`src/rtl/cpu_pkg.sv`:
```
// Shared fetch-side definitions: reset vector, bubble instruction, fetch FSM encoding
// and the pc/instruction pair carried from memory to decode.
package cpu_pkg;

   localparam logic [31:0] RESET_PC_DEF = 32'h0000_0000;
   localparam logic [31:0] NOP_INST_DEF = 32'h0000_0013;

   typedef enum logic [1:0] {
      ST_REQ  = 2'd0,
      ST_WAIT = 2'd1,
      ST_HOLD = 2'd2
   } fetch_st_t;

   typedef struct packed {
      logic [31:0] pc;
      logic [31:0] inst;
   } fetch_ent_t;

   function automatic logic [31:0] word_align(input logic [31:0] a);
      return {a[31:2], 2'b00};
   endfunction

endpackage

```
`src/rtl/if_skid_buf.sv`:
```
// Output register plus one pending entry between imem responses and decode; registered, 1-cycle.
// Input ready means the output slot is empty or drained this cycle; otherwise a response parks in pending.
module if_skid_buf
   import cpu_pkg::*;
#(
   parameter logic [31:0] RESET_PC = RESET_PC_DEF,
   parameter logic [31:0] NOP_INST = NOP_INST_DEF
) (
   input  logic        i_clk,
   input  logic        i_rst_n,
   input  logic        i_flush,
   input  logic        i_in_vld,
   input  fetch_ent_t  i_in_dat,
   output logic        o_in_rdy,
   output logic        o_out_vld,
   output logic [31:0] o_out_pc,
   output logic [31:0] o_out_inst,
   input  logic        i_out_rdy
);

   logic       r_out_vld;
   logic       r_pend_vld;
   fetch_ent_t r_out;
   fetch_ent_t r_pend;
   logic       w_take;
   logic       w_park;
   logic       w_pop;

   assign o_in_rdy = !r_out_vld || i_out_rdy;
   assign w_take   = i_in_vld && o_in_rdy;
   assign w_park   = i_in_vld && !o_in_rdy;
   assign w_pop    = r_out_vld && i_out_rdy;

   always_ff @(posedge i_clk) begin
      if (!i_rst_n) begin
         r_out_vld  <= 1'b0;
         r_pend_vld <= 1'b0;
         r_out.pc   <= RESET_PC;
         r_out.inst <= NOP_INST;
         r_pend     <= '0;
      end else if (i_flush) begin
         r_out_vld  <= 1'b0;
         r_pend_vld <= 1'b0;
      end else begin
         if (w_take) begin
            r_out     <= i_in_dat;
            r_out_vld <= 1'b1;
         end else if (w_pop) begin
            if (r_pend_vld) begin
               r_out      <= r_pend;
               r_pend_vld <= 1'b0;
            end else begin
               r_out_vld <= 1'b0;
            end
         end
         if (w_park) begin
            r_pend     <= i_in_dat;
            r_pend_vld <= 1'b1;
         end
      end
   end

   // pc keeps its last value while empty so decode sees a stable address
   assign o_out_vld  = r_out_vld;
   assign o_out_pc   = r_out.pc;
   assign o_out_inst = r_out_vld ? r_out.inst : NOP_INST;

endmodule

```
`src/rtl/if_stage.sv`:
```
// Instruction fetch: one outstanding imem request, gnt in N + rvalid in N+1 gives if_valid in N+2.
// Stalls requesting while decode holds a full output slot; redirects flush and drop in-flight data.
module if_stage
   import cpu_pkg::*;
#(
   parameter logic [31:0] RESET_PC = RESET_PC_DEF,
   parameter logic [31:0] NOP_INST = NOP_INST_DEF
) (
   input  logic        clk,
   input  logic        rst_n,
   input  logic        redirect_valid,
   input  logic [31:0] redirect_pc,
   input  logic        id_ready,
   output logic        imem_req,
   output logic [31:0] imem_addr,
   input  logic        imem_gnt,
   input  logic        imem_rvalid,
   input  logic [31:0] imem_rdata,
   output logic        if_valid,
   output logic [31:0] if_pc,
   output logic [31:0] if_inst
);

   fetch_st_t   r_state;
   fetch_st_t   w_state_nxt;
   logic [31:0] r_pc;
   logic [31:0] w_pc_nxt;
   logic [31:0] r_req_pc;
   logic [31:0] w_req_pc_nxt;
   logic        r_drop;
   logic        w_drop_nxt;
   logic        w_rsp_vld;
   logic        w_slot_rdy;
   logic [31:0] w_redir_pc;
   fetch_ent_t  w_rsp_ent;

   assign w_redir_pc = word_align(redirect_pc);
   assign imem_addr  = r_pc;
   assign w_rsp_ent  = '{pc: r_req_pc, inst: imem_rdata};

   always_ff @(posedge clk) begin
      if (!rst_n) begin
         r_state  <= ST_REQ;
         r_pc     <= RESET_PC;
         r_req_pc <= RESET_PC;
         r_drop   <= 1'b0;
      end else begin
         r_state  <= w_state_nxt;
         r_pc     <= w_pc_nxt;
         r_req_pc <= w_req_pc_nxt;
         r_drop   <= w_drop_nxt;
      end
   end

   always_comb begin
      w_state_nxt  = r_state;
      w_pc_nxt     = r_pc;
      w_req_pc_nxt = r_req_pc;
      w_drop_nxt   = r_drop;
      imem_req     = 1'b0;
      w_rsp_vld    = 1'b0;
      case (r_state)
         ST_REQ: begin
            imem_req = rst_n && w_slot_rdy;
            if (redirect_valid) begin
               w_pc_nxt = w_redir_pc;
               // an accepted request still returns data; mark it for discard
               if (imem_req && imem_gnt) begin
                  w_state_nxt = ST_WAIT;
                  w_drop_nxt  = 1'b1;
               end else begin
                  w_drop_nxt  = 1'b0;
               end
            end else if (imem_req && imem_gnt) begin
               w_req_pc_nxt = r_pc;
               w_state_nxt  = ST_WAIT;
            end
         end
         ST_WAIT: begin
            if (redirect_valid) begin
               w_pc_nxt = w_redir_pc;
               if (imem_rvalid) begin
                  w_state_nxt = ST_REQ;
                  w_drop_nxt  = 1'b0;
               end else begin
                  w_drop_nxt  = 1'b1;
               end
            end else if (imem_rvalid) begin
               w_state_nxt = ST_REQ;
               if (r_drop) begin
                  w_drop_nxt = 1'b0;
               end else begin
                  w_rsp_vld = 1'b1;
                  w_pc_nxt  = r_req_pc + 32'd4;
                  if (!w_slot_rdy) begin
                     w_state_nxt = ST_HOLD;
                  end
               end
            end
         end
         ST_HOLD: begin
            if (redirect_valid) begin
               w_pc_nxt    = w_redir_pc;
               w_state_nxt = ST_REQ;
               w_drop_nxt  = 1'b0;
            end else if (id_ready) begin
               w_state_nxt = ST_REQ;
            end
         end
         default: begin
            w_state_nxt = ST_REQ;
         end
      endcase
   end

   if_skid_buf #(
      .RESET_PC (RESET_PC),
      .NOP_INST (NOP_INST)
   ) u_skid (
      .i_clk      (clk),
      .i_rst_n    (rst_n),
      .i_flush    (redirect_valid),
      .i_in_vld   (w_rsp_vld),
      .i_in_dat   (w_rsp_ent),
      .o_in_rdy   (w_slot_rdy),
      .o_out_vld  (if_valid),
      .o_out_pc   (if_pc),
      .o_out_inst (if_inst),
      .i_out_rdy  (id_ready)
   );

endmodule

```
`config.mk`:
```
export PLATFORM = sky130hd
export DESIGN_NAME = if_stage
export DESIGN_NICKNAME = d
export VERILOG_FILES = /design/src/rtl/cpu_pkg.sv /design/src/rtl/if_skid_buf.sv /design/src/rtl/if_stage.sv
export SDC_FILE = /design/constraint.sdc
export NUM_CORES = 1
export LEC_CHECK = 0
export ABC_AREA = 0
export CAP_MARGIN = 25
export CORE_UTILIZATION = 40
export CTS_CLUSTER_DIAMETER = 150
export DETAILED_ROUTE_END_ITERATION = 8
export HOLD_SLACK_MARGIN = 0.15
export SETUP_SLACK_MARGIN = 0.2
export SLEW_MARGIN = 20
export SYNTH_ARGS = -nofsm -noshare
export SYNTH_HDL_FRONTEND = slang
export SYNTH_SLANG_ARGS = --single-unit
```
`constraint.sdc`:
```
create_clock -name clk -period 2.4 [get_ports clk]
set_clock_uncertainty 0.2 [all_clocks]
set_input_delay 0.48 -clock clk [delete_from_list [all_inputs] [get_ports clk]]
set_output_delay 0.48 -clock clk [all_outputs]
set_load 0.005 [all_outputs]
```
==> metrics.md, run 1 <==
| Metric | Value |
|---|---|
| Non-filler instance count after layout | `1,583` |
| CORE AREA | `21,900 um^2` |
| Worst setup SP type | `flop` |
| Fin. Hold Viols | `0` |
| GP Congestion | `0.836` |
| PD cells | `621 nW/um^2` |
| Syn Nets | `1,228` |
| Clock power share | `40.8%` |
| Reg-to-reg startpoint | `r_req_pc[12]$_SDFFE_PN0P_` |
| HP Start | `u_skid.r_pend[15]$_SDFFE_PN0P_` |
| Crit path cell chain | `buf_8 -> and2_1 -> clkdlybuf4s50_1` |
| Final Net Count | `1,367` |
| Critical path's slowest cell | `clkdlybuf4s50_1` |
| Fill count | `roughly 2,100` |
| Largest net degree at the start of global routing | `54` |
| Die Ht | `151 um` |
| Seq cells post-synth | `197` |
| Worst min path class | `flop to flop` |
| Share of cells above drive strength 1 | `11.3%` |
| Ys Warns | `0` |
| Seq/Total Area, Yosys | `44.1%` |
| Routed Antenna Nets | `0` |
| Yosys cell types | `48` |
| RSZ-0062 raised after global routing | `yes` |
| Achievable frequency | `434 MHz` |
| Clk root buf | `clkbuf_16` |
| Maxcap violations | `0` |
| Pre-antenna DRT Iters | `5` |
| Final setup viols | `0` |
| Row cnt | `54` |
| Area Growth Syn to Fin | `34.3%` |
| H-Tree Depth | `4` |
| Worst-Margin Slew | `~0.47 ns` |
| Slew Limit Fails | `0` |
| Most common cell after layout, fill and taps aside | `nand2_1` |
| Tmin final | `2.30 ns` |
| Slew Limit Headroom | `68.8%` |
| I/O Buffers | `165` |
| CP Data Required Time | `1.72 ns` |
| Switching part of the total | `24.4%` |
| Main flop type after synthesis | `dfxtp_1` |
| Clk_lat worst skew | `0.43 ns` |
| Routed wire length | `25,500 um` |
| Post-synth EDFFs | `0` |
| Critical path's largest stage delay | `0.50 ns` |
| Max FO, Critical Path | `13` |
| # hold bufs at CTS | `0` |
| Initial Utilization | `approximately two fifths` |
| Most frequent cells in the layout | `nand2_1 (286), dfxtp_1 (194), clkdlybuf4s50_1 (152)` |
| Buf/Inv on CP | `2` |
| I/O pin total | `168` |
| Number of global-route vias before repair | `around 7,600` |
| Final worst-path cycle share | `between 90 and 100%` |
| GRT Total Usage | `22.5%` |
| Die area | `22,900 um^2` |
| Synthesized instance count | `1,152` |
| Total Negative Setup Slacks | `0 ns` |
| Inst Count DP | `1,546` |
| Initial antenna violation count | `1` |
| Vias | `between 8,000 and 9,000` |
| Sequential power share | `46.5%` |
| Gr ovfl total | `0` |
| Worst vdd ir | `0.479 mV` |
| Comb power frac | `roughly 13%` |
| P_int | `approximately 5.6 mW` |
| Post-DP HPWL | `17,200 um` |
| CTS Buf Count | `17` |
| Top delay family on crit path | `buffers and inverters` |
| Critical Path AT | `1.62 ns` |
| Global-route wire length before repair | `39,900 um` |
| Ys async rst share | `0%` |
| Switch Pwr | `1.82 mW` |
| Cell Area, Synth | `8930 um^2` |
| LEAKAGE | `4.14 nW` |
| Die Width | `151 um` |
| Mean post-synth cell area | `~7.8 um^2` |
| Critical path class | `flop to output port` |
| Vias per cell | `roughly 5.3` |
| WL/cell | `approximately 16 um` |
| Setup crit end kind | `output port` |
| Status | `finished clean` |
| DRC | `0` |
| Max Root-Sink Buffers | `2` |
| CTS tree | `done` |
| 1st-iter DRT viols | `452` |
| Overall power | `7.45 mW` |
| Worst setup path start | `u_skid.o_out_vld$_SDFFE_PP0P_` |
| Clock edge transition at the registers on the reported setup and hold paths | `0.07 ns` |
| CTS Sinks | `197` |
## timing repair
action | CTS | global route
setup buffers | 0 | 4
gates resized for setup | 10 | 25
cloned | 1 | 1
pin swaps | 0 | 9
endpoints found under the setup margin | 34 | 104
## sequential cells by signal (all words and copies together) (netlist names)
register,cells
u_skid.r_pend,64
imem_addr,32
r_req_pc,32
u_skid.o_out_pc,32
u_skid.r_out,32
r_state,2
r_drop,1
u_skid.o_out_vld,1
u_skid.r_pend_vld,1
## final timing paths
kind | to | slack, ns | cells past startpoint
max | if_inst[26] | 0.1 | 3
max reg2reg | imem_addr[23]$_SDFFE_PN0P_ | 0.31 | 5
min | u_skid.r_pend[15]$_SDFFE_PN0P_ | 0.25 | 2
min reg2reg | u_skid.r_pend[15]$_SDFFE_PN0P_ | 0.25 | 2
## worst min-delay path: cells and delay by family, from the launching register on
family | cells | cell delay, ns
AND/OR/NAND/NOR | 1 | 0.05
flip-flops | 1 | 0.31
AO/OA/AOI/OAI | 1 | 0.05
## power groups by stage
stage	clock [mW]	combinational [mW]	sequential, mW
after global routing	3.25	1.02	3.48
after detailed placement	0	0.933	3.54
after floorplan	0	0.419	3.52
final	3.04	0.945	3.47
after CTS	3.10	0.936	3.46
after global placement	0	0.925	3.54
## cells in the mapped netlist, types with 2 or more instances
cell	n	area, um^2
o211ai_1	8	60.1
nor2_1	83	312
nand3_1	87	435
nor3_1	8	40.0
a311oi_1	62	543
nor2b_1	2	12.5
a31oi_1	2	12.5
a211oi_1	4	30.0
clkbuf_1	89	334
buf_2	8	40.0
inv_1	6	22.5
mux2i_1	9	90.1
nand2_1	288	1080
dfxtp_1	197	3940
ha_1	6	75.1
o21ai_0	17	85.1
o22ai_1	2	12.5
a21oi_1	116	581
o221ai_1	5	43.8
and4_1	3	26.3
a221oi_1	6	52.6
buf_1	2	7.51
a31o_2	2	17.5
and3_1	8	50.1
nor4_4	2	42.5
nand4_4	2	42.5
nand2b_1	8	50.1
nand4_1	12	75.1
nor4_1	2	12.5
buf_4	32	240
a211o_1	3	26.3
a21boi_0	3	22.5
and2_1	31	194
xnor2_1	6	52.6
xor2_1	18	158
## cell families (layout without fill, tap and decap cells)
family,count (synthesis),after routing,share of synthesized area (%)
XOR/XNOR,24,24,2.35
multiplexers,9,9,1.01
AND/OR/NAND/NOR,541,541,27.0
other,0,1,0
AO/OA/AOI/OAI,237,237,17.4
adder cells (fa/ha/maj),6,6,0.840
buffers and inverters,138,288,7.25
flip-flops,197,197,44.1
## cell type report
type	instances	area, um^2	area share, %
Clock buffer	19	443	3.69
Tap cell	280	350	2.92
Antenna cell	1	2.50	0.0209
Clock inverter	11	175	1.46
Inverter	7	31.3	0.261
Timing Repair Buffer	251	2600	21.7
Sequential cell	197	3950	32.9
Multi-Input combinational cell	817	4440	37.0
## stage by stage
step | instance area, um^2 | setup slack (ns) | hold WS, ns | utilization (%)
after detailed placement | 11200 | -0.215 | 0.247 | 51.2
after global placement | 11200 | -0.134 | 0.242 | 51.2
final | 12000 | 0.0977 | 0.255 | 54.8
after floorplan | 8930 | 0.255 | 0.236 | -
after CTS | 11800 | 0.0780 | 0.256 | 54.1
after global routing | 12000 | 0.0380 | 0.269 | 54.8
## per-layer routing
| layer | up-vias | global-route usage (%) | routed length, um |
|---|---|---|---|
| met1 | 3878 | 30.1 | 11700 |
| met5 | - | 0 | 17 |
| li1 | 4213 | - | - |
| met4 | 2 | 5.25 | 210 |
| met3 | 16 | 5.06 | 1570 |
| met2 | 238 | 36.4 | 12000 |
Note: power is estimated with default switching activity, not from simulation.
==> run 2: changes to the inputs <==
--- a/config.mk
+++ b/config.mk
@@ -12,7 +12,7 @@
 export DETAILED_ROUTE_END_ITERATION = 8
 export HOLD_SLACK_MARGIN = 0.15
 export SETUP_SLACK_MARGIN = 0.2
-export SLEW_MARGIN = 20
+export SLEW_MARGIN = 25
 export SYNTH_ARGS = -nofsm -noshare
 export SYNTH_HDL_FRONTEND = slang
 export SYNTH_SLANG_ARGS = --single-unit
==> results of run 2 <==
Final layout, timing and power as in run 1 (identical DEF).
==> RTL change 1 (config.mk and constraints of run 2) <==
Encoding of `fetch_st_t`: now one-hot (3 bits for 3 values).
--- a/src/rtl/cpu_pkg.sv
+++ b/src/rtl/cpu_pkg.sv
@@ -7,6 +7,6 @@
 
-   typedef enum logic [1:0] {
-      ST_REQ  = 2'd0,
-      ST_WAIT = 2'd1,
-      ST_HOLD = 2'd2
+   typedef enum logic [2:0] {
+      ST_REQ  = 3'b001,
+      ST_WAIT = 3'b010,
+      ST_HOLD = 3'b100
    } fetch_st_t;
Formal check against the unedited RTL: no difference found for any inputs over 4 cycles, from zero or initial values and one cycle with rst_n low; so few cycles prove little.
==> RTL change 1 against run 2 <==
  * Sequential share of layout area is 0.93 points higher
  * Count of clock-buffer cells in the layout stayed put
  * Area after synthesis is 2.2% lower
  * Wire length is 2.1% lower
  * Sequential cell count is 1 higher
  * Register-to-register slack worse by 80 ps
  * Critical endpoint is now if_inst[31]
  * Final area is 2.2% lower
  * Power is 6.8% lower
  * Setup slack worse by 8.0 ps
==> RTL change 1: results (changes against run 2) <==
* Status: completed (unchanged)
* Top reg by flops: u_skid.r_pend (unchanged)
* Worst-path maximum fanout at 8 (was 13)
* Leak at 4.38 nW (was 4.14 nW)
* Initial antenna violation count at 1 (unchanged)
* CTS Buf Count at 17 (unchanged)
* Seq/Total Area, Yosys at 45.3% (was 44.1%)
* Clk slew on worst S/H paths at 70 ps (about the same)
* Worst-Margin Slew at 621 ps (was 465 ps)
* R2R setup slack at 230 ps (was 310 ps)
* CTS root buf: clkbuf_16 (unchanged)
* Largest net degree at the start of global routing at 77 (was 54)
* Hold Crit Class: input pin to flip-flop (was flip-flop to flip-flop)
* Layout Nets at 1364 (was 1367)
* Clk buf depth at 2 (unchanged)
* First drt pass iteration count at 5 (unchanged)
* Initial detailed-routing violation count at 510 (was 452)
* Switching Share at 23.3% (was 24.4%)
* Global-route wire length before repair at 39200 µm (was 39900 µm)
* Post-synthesis cell type count at 53 (was 48)
* Number of flip-flops in the largest register at 64 (unchanged)
* Syn. warnings at 0 (unchanged)
* GP Congestion at 0.835 (was 0.836)
* Main synth FF type: dfxtp_1 (unchanged)
* Cts hold-fix bufs at 0 (unchanged)
* I/O Buffers at 165 (unchanged)
* Wire per inst at 15.8 µm (was 16.1 µm)
* Synth cell count leaders: 341 x nand2_1, 198 x dfxtp_1, 119 x a21oi_1 (was 288 x nand2_1, 197 x dfxtp_1, 116 x a21oi_1)
* Critical path data arrival time at 1630 ps
* Maximum VDD drop at 0.477 mV (was 0.479 mV)
* Syn_nets at 1213 (was 1228)
* Overall Global Routing Usage at 22.4% (was 22.5%)
* Clock Latency Late Sink at 440 ps
* Top area cells in the synthesized netlist: dfxtp_1 45%, nand2_1 15%, a21oi_1 6.8% (was dfxtp_1 44%, nand2_1 12%, a21oi_1 6.5%)
* # fillers at 2064 (was 2107)
* Detail Placement HPWL at 16500 µm (was 17200 µm)
* Ys async rst share at 0% (unchanged)
* Slowest-stage cell, CP: clkdlybuf4s50_1 (unchanged)
* Crit path largest cell delay at 510 ps
* H-tree depth at 4 (unchanged)
* Ratio of cells with drive above 1 in the final layout at 10.9% (was 11.3%)
* Vias in the first global route at 7481 (was 7612)
* DP Area at 0.0109 mm² (was 0.0112 mm²)
* Hold_ws at 252 ps (was 255 ps)
* Routed vias at 8179 (was 8347)
## RTL change 1: layout make-up
class                   instances  area, µm²  share of cell area (%)
diodes                          1       2.50                  0.0213
clock buffers                  19        453                    3.86
clock inverters                13        168                    1.43
inverters                      10       38.8                   0.331
multi-input cells             814       4160                    35.5
flip-flops and latches        198       3970                    33.9
well taps                     275        344                    2.93
repair buffers                252       2590                    22.1
## RTL change 1: worst max-delay path: cells and delay by family, from the launching register on
kind                   cells  cell delay, ps
AND/OR/NAND/NOR            1             140
flip-flops                 1             420
buffers and inverters      2             640
## RTL change 1: power groups by stage
stage	logic, mW	clock network [mW]	registers [mW]
after detailed placement	0.509	0	3.47
after CTS	0.513	3.09	3.39
final	0.511	3.03	3.39
after floorplan	0.201	0	3.46
after global routing	0.554	3.22	3.40
after global placement	0.509	0	3.47
## RTL change 1: cells by family after synthesis
logic type	share of synthesized area, %
multiplexers	0.344
flip-flops	45.3
XOR/XNOR	2.91
adder cells (fa/ha/maj)	0.143
AO/OA/AOI/OAI	19.3
buffers and inverters	7.82
AND/OR/NAND/NOR	24.1
## RTL change 1: what timing repair did
item / 4_1_cts / 5_1_grt
pin swaps: 1 / 2
endpoints found under the setup margin: 40 / 120
gates resized for setup: 13 / 25
buffers inserted: 1 / 7
gates cloned: 1 / 1
## RTL change 1: final timing paths
| check | from | end | cells after the start |
|---|---|---|---|
| setup / recovery | u_skid.o_out_vld | if_inst[31] | 3 |
| hold / removal | rst_n | r_state[0] | 3 |
| setup reg to reg | r_req_pc[3] | imem_addr[20] | 5 |
| hold reg to reg | u_skid.r_pend[1] | u_skid.r_pend[1] | 2 |
## RTL change 1: layer usage
layer  up-vias  routed length, µm  global-route usage [%]
li1       4153                  -                       -
met2       222              11500                    36.0
met1      3782              11700                    30.2
met4         0                401                    7.27
met3        22               1360                    3.96
met5         -                  0                       0
## RTL change 1: through the flow
step	setup WS, ps	TNS, ps	total power, mW	cells
5_1_grt	29.7	0	7.17	1582
3_3_place_gp	-233	-23250	3.98	1539
3_5_place_dp	-281	-26040	3.98	1539
6_report	89.7	0	6.94	1582
2_1_floorplan	217	0	3.66	1142
4_1_cts	44.8	0	6.99	1573
==> RTL change 2 (config.mk and constraints of run 2) <==
Made on the original files. Make the reset (`i_rst_n` and `rst_n`) asynchronous in 2 clocked blocks.
--- a/src/rtl/if_skid_buf.sv
+++ b/src/rtl/if_skid_buf.sv
@@ -33,3 +33,3 @@
 
-   always_ff @(posedge i_clk) begin
+   always_ff @(posedge i_clk or negedge i_rst_n) begin
       if (!i_rst_n) begin
--- a/src/rtl/if_stage.sv
+++ b/src/rtl/if_stage.sv
@@ -40,3 +40,3 @@
 
-   always_ff @(posedge clk) begin
+   always_ff @(posedge clk or negedge rst_n) begin
       if (!rst_n) begin
Behaviour: differs if rst_n is asserted again (counterexample within 4 cycles, from zero or initial values and one cycle with rst_n low); with rst_n held inactive, the same outputs for 4 cycles.
==> RTL change 2 against run 2 <==
  * Final area is 2.0% higher
  * Setup slack better by 110 ps
  * Area after synthesis is 5.1% higher
  * Hold slack gained 41 ps
  * Maximum frequency grew 5.0%
  * Wire length fell by 13%
  * Sequential cell count unchanged
  * Critical endpoint is now imem_req
  * Highest routed layer is now met4
Power is not compared: it rests on default switching activity, and its combinational part moved more than twofold at a synthesized area within 25%.
==> RTL change 2: results (changes against run 2) <==
* Largest net degree at the start of global routing at 139 (was 54)
* Crit path largest cell delay at 480 ps (was 500 ps)
* Reg-to-Reg Start: u_skid.o_out_vld (was r_req_pc[12])
* Dpl ws at -253 ps (was -215 ps)
* Ys async rst share at 100% (was 0%)
* Routed vias at 6570 (was 8347)
* Worst Hold Path EP: u_skid.r_pend[60] (was u_skid.r_pend[15])
* Clk slew on worst S/H paths at 70 ps (about the same)
* Setup violators final at 0 (unchanged)
* Detail Placement HPWL at 14700 µm (was 17200 µm)
* Hold Crit Class: flip-flop to flip-flop (unchanged)
* Global-route wire length before repair at 35800 µm (was 39900 µm)
* Clock Latency Late Sink at 430 ps (about the same)
* Seq/Total Area, Yosys at 52.6% (was 44.1%)
* Vias in the first global route at 6497 (was 7612)
* Ratio of cells with drive above 1 in the final layout at 21.3% (was 11.3%)
* Syn_nets at 921 (was 1228)
* Initial detailed-routing violation count at 262 (was 452)
* F_max at 0.456 GHz (was 0.434 GHz)
* WL met1 at 10800 µm (was 11700 µm)
* Status: completed (unchanged)
* Worst-path maximum fanout at 3 (was 13)
* Wire per inst at 16.8 µm (was 16.1 µm)
* Maximum VDD drop at 0.474 mV
* Uppermost routed layer: met4 (was met5)
* First drt pass iteration count at 4 (was 5)
* Syn. warnings at 0 (unchanged)
* Worst reg2reg path depth at 9 (was 5)
* H-tree depth at 4 (unchanged)
* # fillers at 2074 (was 2107)
* Post-synthesis cell type count at 49 (was 48)
* Leak at 6.14 nW
* Clk buf depth at 2 (unchanged)
* CTS root buf: clkbuf_16 (unchanged)
* Switching Share at 32.8%
* Diode count at 0 (was 1)
* Overall Global Routing Usage at 19.1% (was 22.5%)
* Top area cells in the synthesized netlist: dfrtp_1 52%, mux2_2 11%, mux2i_1 7.6% (was dfxtp_1 44%, nand2_1 12%, a21oi_1 6.5%)
* I/O Buffers at 165 (unchanged)
* Number of flip-flops in the largest register at 64 (unchanged)
* Hold_ws at 295 ps (was 255 ps)
* Synth cell count leaders: 194 x dfrtp_1, 94 x mux2_2, 87 x nor2_1 (was 288 x nand2_1, 197 x dfxtp_1, 116 x a21oi_1)
* Met3 WL at 1040 µm (was 1570 µm)
* R2R setup slack at 250 ps (was 310 ps)
* R2R Path End: u_skid.r_pend[1] (was imem_addr[23])
* Layout Nets at 1067 (was 1367)
* Worst Setup SP: id_ready (was u_skid.o_out_vld)
* Met2 Wirelength at 10200 µm (was 12000 µm)
* GP Congestion at 0.765 (was 0.836)
* Critical path data arrival time at 1510 ps (was 1620 ps)
* Initial antenna violation count at 0 (was 1)
* Hold Startpoint: u_skid.r_pend[60] (was u_skid.r_pend[15])
* CTS Buf Count at 17 (unchanged)
* Headroom to the max-slew limit at 48.9% (was 68.8%)
-- RTL change 2: worst max-delay path: cells and delay by family --
family                 cells  cell delay (ps)
and+or+nand+nor            2              320
buffers and inverters      2              710
-- RTL change 2: how the worst max path moves through the flow --
stage	to	cells after the start
global placement	r_req_pc[7]	6
global route	imem_req	4
detailed placement	r_req_pc[7]	6
floorplan	imem_addr[13]	7
CTS	if_inst[11]	3
finish	imem_req	4
-- RTL change 2: power groups by stage --
| stage | registers (mW) | clock network [mW] | logic (mW) |
|---|---|---|---|
| after floorplan | 5.50 | 0 | 2.87 |
| after global placement | 5.90 | 0 | 4.46 |
| after detailed placement | 5.93 | 0 | 4.55 |
| after CTS | 5.87 | 2.81 | 4.60 |
| after global routing | 6.08 | 2.95 | 5.06 |
| final | 5.86 | 2.72 | 4.57 |
-- RTL change 2: layout make-up --
type | instances | area (µm²) | share of cell area [%]
tap | 313 | 392 | 3.20
inverter | 6 | 22.5 | 0.184
multi-input combinational | 552 | 4010 | 32.8
sequential | 197 | 4940 | 40.4
clock inverter | 13 | 119 | 0.972
timing repair buffer | 218 | 2320 | 18.9
clock buffer | 19 | 433 | 3.54
-- RTL change 2: layer usage --
metal  up-vias  track usage, %
li1       3178               -
met5         -               0
met4         0            4.15
met2       149            30.1
met1      3232            27.1
met3        11            3.96
-- RTL change 2: timing repair --
action / CTS / global route
endpoints found under the hold margin: 194 / 0
gates resized for setup: 19 / 51
hold buffers: 1 / 0
cloned: 0 / 1
endpoints found under the setup margin: 37 / 73
buffers inserted: 1 / 6
pin swaps: 0 / 2
-- RTL change 2: cells by family after synthesis --
| family | Yosys count | synth area share [%] |
|---|---|---|
| fa+ha+maj | 5 | 0.667 |
| xor+xnor | 24 | 2.24 |
| simple gates | 233 | 12.7 |
| mux | 166 | 19.0 |
| compound gates | 124 | 7.37 |
| buf+inv | 97 | 5.52 |
| flops | 197 | 52.6 |
-- RTL change 2: stage by stage --
stage	cells	cell area, µm²	TNS (ps)
2_1_floorplan	846	9390	0
3_3_place_gp	1277	11500	-7830
3_5_place_dp	1277	11500	-10510
4_1_cts	1311	12100	0
5_1_grt	1318	12200	0
6_report	1318	12200	0
